[src/rtl/branch_pkg.sv]
// Shared constants for the branch resolve unit: branch condition codes and
// 2-bit saturating predictor counter encodings.
package branch_pkg;

    localparam logic [2:0] F3_BEQ  = 3'b000;
    localparam logic [2:0] F3_BNE  = 3'b001;
    localparam logic [2:0] F3_BLT  = 3'b100;
    localparam logic [2:0] F3_BGE  = 3'b101;
    localparam logic [2:0] F3_BLTU = 3'b110;
    localparam logic [2:0] F3_BGEU = 3'b111;

    localparam logic [1:0] SNT = 2'b00;
    localparam logic [1:0] WNT = 2'b01;
    localparam logic [1:0] WT  = 2'b10;
    localparam logic [1:0] ST  = 2'b11;

endpackage

[src/rtl/br_cond_eval.sv]
// Combinational branch condition evaluator. funct3 010/011 flag illegal.
module br_cond_eval
    import branch_pkg::*;
#(
    parameter int unsigned XLEN = 32
) (
    input  logic [XLEN-1:0] A,
    input  logic [XLEN-1:0] B,
    input  logic [2:0]      funct3,
    output logic            cond,
    output logic            illegal
);

    // Decode the condition code and compare the operands.
    always_comb begin
        cond    = 1'b0;
        illegal = 1'b0;
        case (funct3)
            F3_BEQ:  cond = (A == B);
            F3_BNE:  cond = (A != B);
            F3_BLT:  cond = ($signed(A) <  $signed(B));
            F3_BGE:  cond = ($signed(A) >= $signed(B));
            F3_BLTU: cond = (A <  B);
            F3_BGEU: cond = (A >= B);
            default: illegal = 1'b1;
        endcase
    end

endmodule

[src/rtl/branch_resolve_unit.sv]
// Branch resolve unit: resolves conditional branches, trains a 2-bit
// branch history table and keeps saturating resolve/mispredict statistics.
module branch_resolve_unit
    import branch_pkg::*;
#(
    parameter int unsigned XLEN      = 32,
    parameter int unsigned BHT_DEPTH = 16,
    parameter int unsigned STAT_W    = 32
) (
    input  logic              clk,
    input  logic              rst,
    input  logic              pred_valid,
    input  logic [XLEN-1:0]   pred_pc,
    output logic              pred_taken,
    input  logic              res_valid,
    input  logic              Branch,
    input  logic [2:0]        funct3,
    input  logic [XLEN-1:0]   A,
    input  logic [XLEN-1:0]   B,
    input  logic [XLEN-1:0]   res_pc,
    input  logic              res_pred_taken,
    output logic              BrTaken,
    output logic              res_done,
    output logic              mispredict,
    output logic              illegal_br,
    output logic [STAT_W-1:0] br_count,
    output logic [STAT_W-1:0] mp_count
);

    localparam int unsigned IDX_W = $clog2(BHT_DEPTH);

    logic [1:0]        bht_q [BHT_DEPTH];
    logic [IDX_W-1:0]  pred_idx;
    logic [IDX_W-1:0]  res_idx;
    logic              cond;
    logic              f3_illegal;
    logic              upd_en;
    logic              taken_d;
    logic              mp_d;
    logic [1:0]        ctr_cur;
    logic [1:0]        ctr_nxt;
    logic              br_taken_q;
    logic              res_done_q;
    logic              mispredict_q;
    logic              illegal_br_q;
    logic [STAT_W-1:0] br_count_q;
    logic [STAT_W-1:0] mp_count_q;
    logic              unused_pc;

    // Only the index bits of the PCs select an entry; the rest alias.
    assign pred_idx  = pred_pc[IDX_W+1:2];
    assign res_idx   = res_pc[IDX_W+1:2];
    assign unused_pc = ^{pred_pc, res_pc};

    br_cond_eval #(
        .XLEN(XLEN)
    ) u_cond_eval (
        .A      (A),
        .B      (B),
        .funct3 (funct3),
        .cond   (cond),
        .illegal(f3_illegal)
    );

    // Table read is the registered state, so a same-cycle update is not visible.
    assign pred_taken = pred_valid & bht_q[pred_idx][1];

    // Resolved direction, mispredict flag and saturating next counter value.
    always_comb begin
        upd_en  = res_valid & Branch & ~f3_illegal;
        taken_d = Branch & ~f3_illegal & cond;
        mp_d    = taken_d ^ res_pred_taken;
        ctr_cur = bht_q[res_idx];
        ctr_nxt = ctr_cur;
        if (taken_d) begin
            if (ctr_cur != ST) ctr_nxt = ctr_cur + 2'd1;
        end else begin
            if (ctr_cur != SNT) ctr_nxt = ctr_cur - 2'd1;
        end
    end

    // Branch history table, reset to weakly not-taken.
    always_ff @(posedge clk or posedge rst) begin
        if (rst) begin
            for (int i = 0; i < int'(BHT_DEPTH); i++) bht_q[i] <= WNT;
        end else if (upd_en) begin
            bht_q[res_idx] <= ctr_nxt;
        end
    end

    // Resolution outputs, valid for one cycle after an accepted request.
    always_ff @(posedge clk or posedge rst) begin
        if (rst) begin
            br_taken_q   <= 1'b0;
            res_done_q   <= 1'b0;
            mispredict_q <= 1'b0;
            illegal_br_q <= 1'b0;
        end else begin
            res_done_q <= res_valid;
            if (res_valid) begin
                br_taken_q   <= taken_d;
                mispredict_q <= mp_d;
                illegal_br_q <= Branch & f3_illegal;
            end
        end
    end

    // Saturating statistics counters.
    always_ff @(posedge clk or posedge rst) begin
        if (rst) begin
            br_count_q <= '0;
            mp_count_q <= '0;
        end else if (upd_en) begin
            if (br_count_q != {STAT_W{1'b1}}) br_count_q <= br_count_q + STAT_W'(1);
            if (mp_d && (mp_count_q != {STAT_W{1'b1}})) mp_count_q <= mp_count_q + STAT_W'(1);
        end
    end

    assign BrTaken    = br_taken_q;
    assign res_done   = res_done_q;
    assign mispredict = mispredict_q;
    assign illegal_br = illegal_br_q;
    assign br_count   = br_count_q;
    assign mp_count   = mp_count_q;

endmodule

[config.mk]
export PLATFORM = sky130hd
export DESIGN_NAME = branch_resolve_unit
export DESIGN_NICKNAME = d
export VERILOG_FILES = /design/src/rtl/branch_pkg.sv /design/src/rtl/br_cond_eval.sv /design/src/rtl/branch_resolve_unit.sv
export SDC_FILE = /design/constraint.sdc
export NUM_CORES = 1
export LEC_CHECK = 0
export CAP_MARGIN = 30
export CORE_AREA = 3 3 141 143
export CTS_BUF_LIST = sky130_fd_sc_hd__clkbuf_16
export CTS_CLUSTER_DIAMETER = 40
export DETAILED_ROUTE_END_ITERATION = 8
export DIE_AREA = 0 0 144 146
export SYNTH_ARGS = -nofsm -noshare
export SYNTH_HDL_FRONTEND = slang
export SYNTH_SLANG_ARGS = --single-unit
[constraint.sdc]
create_clock -name clk -period 3.25 [get_ports clk]
set_input_delay 0.65 -clock clk [delete_from_list [all_inputs] [get_ports clk]]
set_output_delay 0.65 -clock clk [all_outputs]
set_load 0.02 [all_outputs]
==> results.ini, run 1 <==
[synthesis]
ys.flop_type = dfrtp_1
synthArstFlopShare_pct = 100.0
ys_seq_elements = 100
yosysWarnings = 0
syn-cell-area_sq_um = 5610
synth_edf_count = 0
syn_area_per_cell_sq_um = 10.09
yosysSeqAreaShare_pct = 44.96
synth_nets = 727
ys_types = 53
netlist_instances = 556

[placed_design]
dpl_cell_area_sq_um = 7601
gp_congestion = 0.7542
hpwl_um = 10700
dp_slack_ns = -0.5937
portBuffers = 149

[cts]
cts_tree = built
clk_latency_ns = 0.35
clock-root-buffer = clkbuf_16
clkTransAtPathRegs_ns = 0.07
cts_buffers = 9
clockBufferDepth = 2
cts_num_sinks = 100
hold_buffers = 0
ctsHtreeMaxLevel = 3

[routing]
vias_per_cell = 4.841
drt-pass1-iter-count = 6
drt_wl_total_um = 15390
wl_per_cell_um = 15.68
drt_iter0_markers = 217
num_vias = 4754
drc = 0
ant_nets = 0

[critical_path]
r2r_slack_ns = 0.56
cp.arrival_ns = 2.53
cp_data_required_time_ns = 2.60
cp-end-kind = output pin
worst-path-max-fanout = 4
reg2regPathDepth = 9
cp-start-kind = input port
crit_type = in2out

[sta]
worst_slack_ns = 0.07108
fin_skew_ns = 0.008006
period_needed_ns = 3.179
clock.fmax_ghz = 0.3146
timing.final.crit_share_pct = 97.81
setup_tns_ns = 0
hold_viol = 0
finalMaxSlewViolations = 0
relSlewSlack_pct = 48.13
setup_viol = 0
tightest_slew_ns = 0.7780

[floorplan]
io_pins = 206
die_y_um = 146
dieArea_sq_um = 21020
die_w_um = 144
initial_core_util_pct = 29.99
rows = 50
core_region_area_sq_um = 18710

[global_route]
grt_pass1_vias = 4625
track_usage_pct = 14.50
antenna_found_initial = 0
overflow = 0
grt_max_degree = 52
grt_pass1_wl_um = 24400

[power]
p_comb_share_pct = 24.2
swShare_pct = 29.99
p_int_uw = 2375
switchingPower_uw = 1017
seq_power_share_pct = 42.0
powerDensity_nw_per_um2 = 399.0
peakVddDrop_v = 0.0004207
clockPowerShare_pct = 33.8
power_leakage_uw = 0.003847

[final_layout]
postLayoutCellArea_sq_um = 8502
synthToLayoutAreaGrowth_pct = 51.54
diodes = 0
final_nets = 914
post-route-util_pct = 45.45
drive_gt1_share_pct = 22.46

[worst_hold_path]
hp-class = reg2reg
hold_path_depth = 2

[outcome]
status = complete, no violations

[flow_run]
drv_cap = 0

-- final timing paths --
kind                               from           end
hold reg to reg                bht_q[6]      bht_q[6]
setup / recovery             pred_pc[2]    pred_taken
hold / removal                 bht_q[6]      bht_q[6]
max in group asynchronous           rst      bht_q[0]
setup reg to reg           mp_count[10]  mp_count[21]
min in group asynchronous           rst   br_count[5]
-- cells in the final DEF (no fill, tap or decap), types with 6 or more instances in the layout --
master            n
clkdlybuf4s50_1  90
dfrtp_1          84
nand2_1          74
xnor2_1          46
o21ai_1          33
dlymetal6s2s_1   29
buf_4            28
inv_2            25
ha_4             25
nand3_1          24
and3_1           23
nand4_1          21
nor2_1           20
clkdlybuf4s15_1  18
xor2_1           16
inv_1            16
dfstp_2          16
mux4_2           13
a21oi_1          12
nor3_1            9
ha_1              9
clkbuf_16         9
and4_1            8
nand3_2           8
dlygate4sd2_1     6
-- stage by stage --
stage	hold WS (ns)	total power [uW]	std cells
after CTS	0.4661	3467	980
after floorplan	0.4420	1783	556
final	0.4641	3392	982
after detailed placement	0.4542	2154	956
after global placement	0.4505	2148	956
after global routing	0.4765	3574	982
-- Yosys cell counts, types with 15 or more instances --
cell	instances	area, sq um
nand4_1	21	131.4
xor2_1	17	148.9
nor2_1	20	75.07
nand2_1	74	277.8
ha_1	34	425.4
nand3_1	32	160.2
dfstp_2	16	420.4
xnor2_1	47	411.6
inv_1	41	153.9
a21oi_1	15	75.07
and3_1	23	143.9
dfrtp_1	84	2102
o21ai_1	33	165.2
-- cells by family (layout without fill, tap and decap cells) --
group	after synthesis	after routing	share of synthesized area [%]
simple gates	213	213	19.58
flops	100	100	44.96
compound gates	72	72	7.717
xor+xnor	64	64	9.991
buf+inv	54	244	3.791
fa+ha+maj	36	38	7.984
mux	17	17	5.977
-- repair_timing --
action / CTS / global route
endpoints found under the setup margin: 65 / 64
pin swaps: 30 / 34
resized for setup: 82 / 88
cloned: 3 / 2
setup buffers: 6 / 4
-- area by class of cell --
class | instances | area (sq um)
well taps | 234 | 292.8
clock buffers | 9 | 225.2
multi-input cells | 404 | 3336
repair buffers | 185 | 1874
clock inverters | 7 | 86.33
fillers | 1763 | 10200
inverters | 43 | 165.2
flip-flops and latches | 100 | 2522
-- power groups by stage --
stage / combinational, uW / clock [uW] / sequential [uW]
3_3_place_gp: 699 / 0 / 1450
3_5_place_dp: 707 / 0 / 1450
5_1_grt: 896 / 1240 / 1440
2_1_floorplan: 279 / 0 / 1500
4_1_cts: 858 / 1180 / 1430
6_report: 821 / 1150 / 1430
-- registers in the layout, summed over array words and instances, names as in the netlist --
signal / flops
BrTaken: 1
bht_q: 32
br_count: 32
illegal_br: 1
mispredict: 1
mp_count: 32
res_done: 1
-- layer usage --
metal  vias to the layer above  wire length, um  GRT usage (%)
met2                       112             7321          22.91
met1                      2287             7062          20.01
met4                         0              146          3.578
met3                        13              862          3.483
met5                         -                0              0
li1                       2342                -              -
-- worst max-delay path, stage by stage --
cell and delay, ns:
clkdlybuf4s50_1 0.47, buf_6 0.13, mux4_2 0.51, mux4_2 0.46, and2_1 0.16, buf_2 0.15
Note: power is estimated with default switching activity, not from simulation.
==> run 2, diff against run 1 <==
--- a/config.mk
+++ b/config.mk
@@ -11,6 +11,7 @@
 export CTS_CLUSTER_DIAMETER = 40
 export DETAILED_ROUTE_END_ITERATION = 8
 export DIE_AREA = 0 0 144 146
+export PLACE_DENSITY = 0.68
 export SYNTH_ARGS = -nofsm -noshare
 export SYNTH_HDL_FRONTEND = slang
 export SYNTH_SLANG_ARGS = --single-unit
==> constraint.sdc (replaced) <==
create_clock -name clk -period 3.7 [get_ports clk]
set_input_delay 0.74 -clock clk [delete_from_list [all_inputs] [get_ports clk]]
set_output_delay 0.74 -clock clk [all_outputs]
set_load 0.02 [all_outputs]
==> results.ini, run 2 (same netlist as run 1, synthesis figures left out) <==
[critical_path]
r2r-end = mp_count[13]
reg2regPathDepth = 9
path_cells = clkdlybuf4s50_1 > buf_12 > mux4_2 > mux4_2 > and2_1 > dlygate4sd2_1
crit_type = in2out
cp.arrival_ns = 2.82
crit_path_top_delay_cell = mux4_2
r2r-start = mp_count[10]
cp_data_required_time_ns = 2.96
cp-startpoint = pred_pc[2]
max_stage_delay_ns = 0.51
r2r_slack_ns = 0.96
worst-path-max-fanout = 4
cp-start-kind = input port
crit_top_cell = mux4_2
cp-end-kind = output pin

[cts]
hold_buffers = 0
cts_buffers = 9
postCtsSetupBuffers = 0
clkTransAtPathRegs_ns = 0.06
clockBufferDepth = 2
ctsHtreeMaxLevel = 3
cts_num_sinks = 100
clk_latency_ns = 0.36
clock-root-buffer = clkbuf_16
cts_tree = built

[sta]
clock.fmax_ghz = 0.2812
hold_viol = 0
relSlewSlack_pct = 57.06
finalMaxSlewViolations = 0
fin_skew_ns = 0.01122
setup_viol = 0
holdWs_ns = 0.4620
setup_tns_ns = 0
rsz0062_at_grt = false
timing.final.crit_share_pct = 96.12
tightest_slew_ns = 0.6386
period_needed_ns = 3.557
worst_slack_ns = 0.1435

[worst_hold_path]
hold_path_depth = 2
holdPathEnd = bht_q[6]
hp-class = reg2reg
hold_start = bht_q[6]

[final_layout]
diodes = 0
final_common_cell = clkdlybuf4s50_1
synthToLayoutAreaGrowth_pct = 40.28
postLayoutCellArea_sq_um = 7870
drive_gt1_share_pct = 10.78
fill_cells = 1810
regArea_sq_um = 2522
multiInputGateArea_sq_um = 2897
final_nets = 899
mostFrequentLayoutCells = clkdlybuf4s50_1 (148), dfrtp_1 (84), nand2_1 (74)

[power]
finalPower_uw = 2787
powerDensity_nw_per_um2 = 354.1
power_leakage_uw = 0.003466
peakVddDrop_v = 0.0003175

[routing]
drt_iter0_markers = 185
wl_per_cell_um = 14.93
drt-pass1-iter-count = 4
drc = 0
num_vias = 4634
vias_per_cell = 4.792
drt_wl_total_um = 14440
ant_nets = 0

[flow_run]
drv_cap = 0

[placed_design]
portBuffers = 149
hpwl_um = 10770
dpl_cell_area_sq_um = 7556
gp_congestion = 0.7906
dp_slack_ns = -0.2529

[outcome]
status = complete, no violations

[global_route]
grt_max_degree = 61
track_usage_pct = 13.97
grt_pass1_vias = 4834
grt_pass1_wl_um = 23940
overflow = 0
antenna_found_initial = 0

[floorplan]
dieArea_sq_um = 21020
die_w_um = 144
initial_core_util_pct = 29.99
io_pins = 206
core_region_area_sq_um = 18710
die_y_um = 146
rows = 50

run 2: changes by cell type in the layout (fill, tap and decap cells not counted), moves of 5 or more:
cell | previous run | this run
buf_4 | 28 | 19
ha_4 | 25 | 0
inv_1 | 16 | 41
ha_1 | 9 | 34
dlymetal6s2s_1 | 29 | 0
clkdlybuf4s50_1 | 90 | 148
dlygate4sd2_1 | 6 | 1
nand3_2 | 8 | 0
clkbuf_2 | 5 | 0
inv_2 | 25 | 1
nand3_1 | 24 | 32
clkdlybuf4s15_1 | 18 | 0
run 2: final cells by class:
class	instances	share of cell area, %
sequential	100	32.05
tap	234	3.720
clock buffer	9	2.862
timing repair buffer	172	21.83
inverter	43	2.083
clock inverter	7	0.6518
multi-input combinational	402	36.80
run 2: worst max-delay path by stage:
stage / slack, ns / endpoint
after floorplan: 0.37 / BrTaken
after global placement: -0.24 / mp_count[1]
after detailed placement: -0.25 / mp_count[1]
after CTS: 0.09 / mp_count[1]
after global routing: 0.01 / bht_q[17]
final: 0.14 / pred_taken
run 2: critical path: cells and delay by family:
| family | cells | cell delay (ns) |
|---|---|---|
| buffers and inverters | 3 | 0.94 |
| AND/OR/NAND/NOR | 1 | 0.16 |
| multiplexers | 2 | 0.97 |
run 2: per-stage QoR:
stage | instances | util [%]
2_1_floorplan | 556 | -
3_3_place_gp | 950 | 40.39
3_5_place_dp | 950 | 40.39
4_1_cts | 966 | 41.87
5_1_grt | 967 | 42.07
6_report | 967 | 42.07
run 2: report_power, final:
part | internal [uW] | switching, uW
Sequential | 1170 | 78.6
Clock | 461 | 444
Combinational | 326 | 304
Total | 1960 | 827
run 2: what timing repair did:
action	CTS	global route
cloned	0	1
endpoints found under the setup margin	1	29
gates resized for setup	1	2
pin swaps	0	2
run 2: layer usage:
| metal | track usage [%] | up-vias | part of all wire [%] |
|---|---|---|---|
| met5 | 0 | - | 0 |
| met4 | 3.814 | 0 | 1.4 |
| met3 | 3.648 | 14 | 5.4 |
| met2 | 22.60 | 104 | 46 |
| met1 | 18.47 | 2214 | 47 |
| li1 | - | 2302 | - |
==> run 3, diff against run 2 <==
--- a/config.mk
+++ b/config.mk
@@ -5,7 +5,7 @@
 export SDC_FILE = /design/constraint.sdc
 export NUM_CORES = 1
 export LEC_CHECK = 0
-export CAP_MARGIN = 30
+export CAP_MARGIN = 20
 export CORE_AREA = 3 3 141 143
 export CTS_BUF_LIST = sky130_fd_sc_hd__clkbuf_16
 export CTS_CLUSTER_DIAMETER = 40
==> results of run 3 <==
Final layout, timing and power as in run 2 (identical DEF).
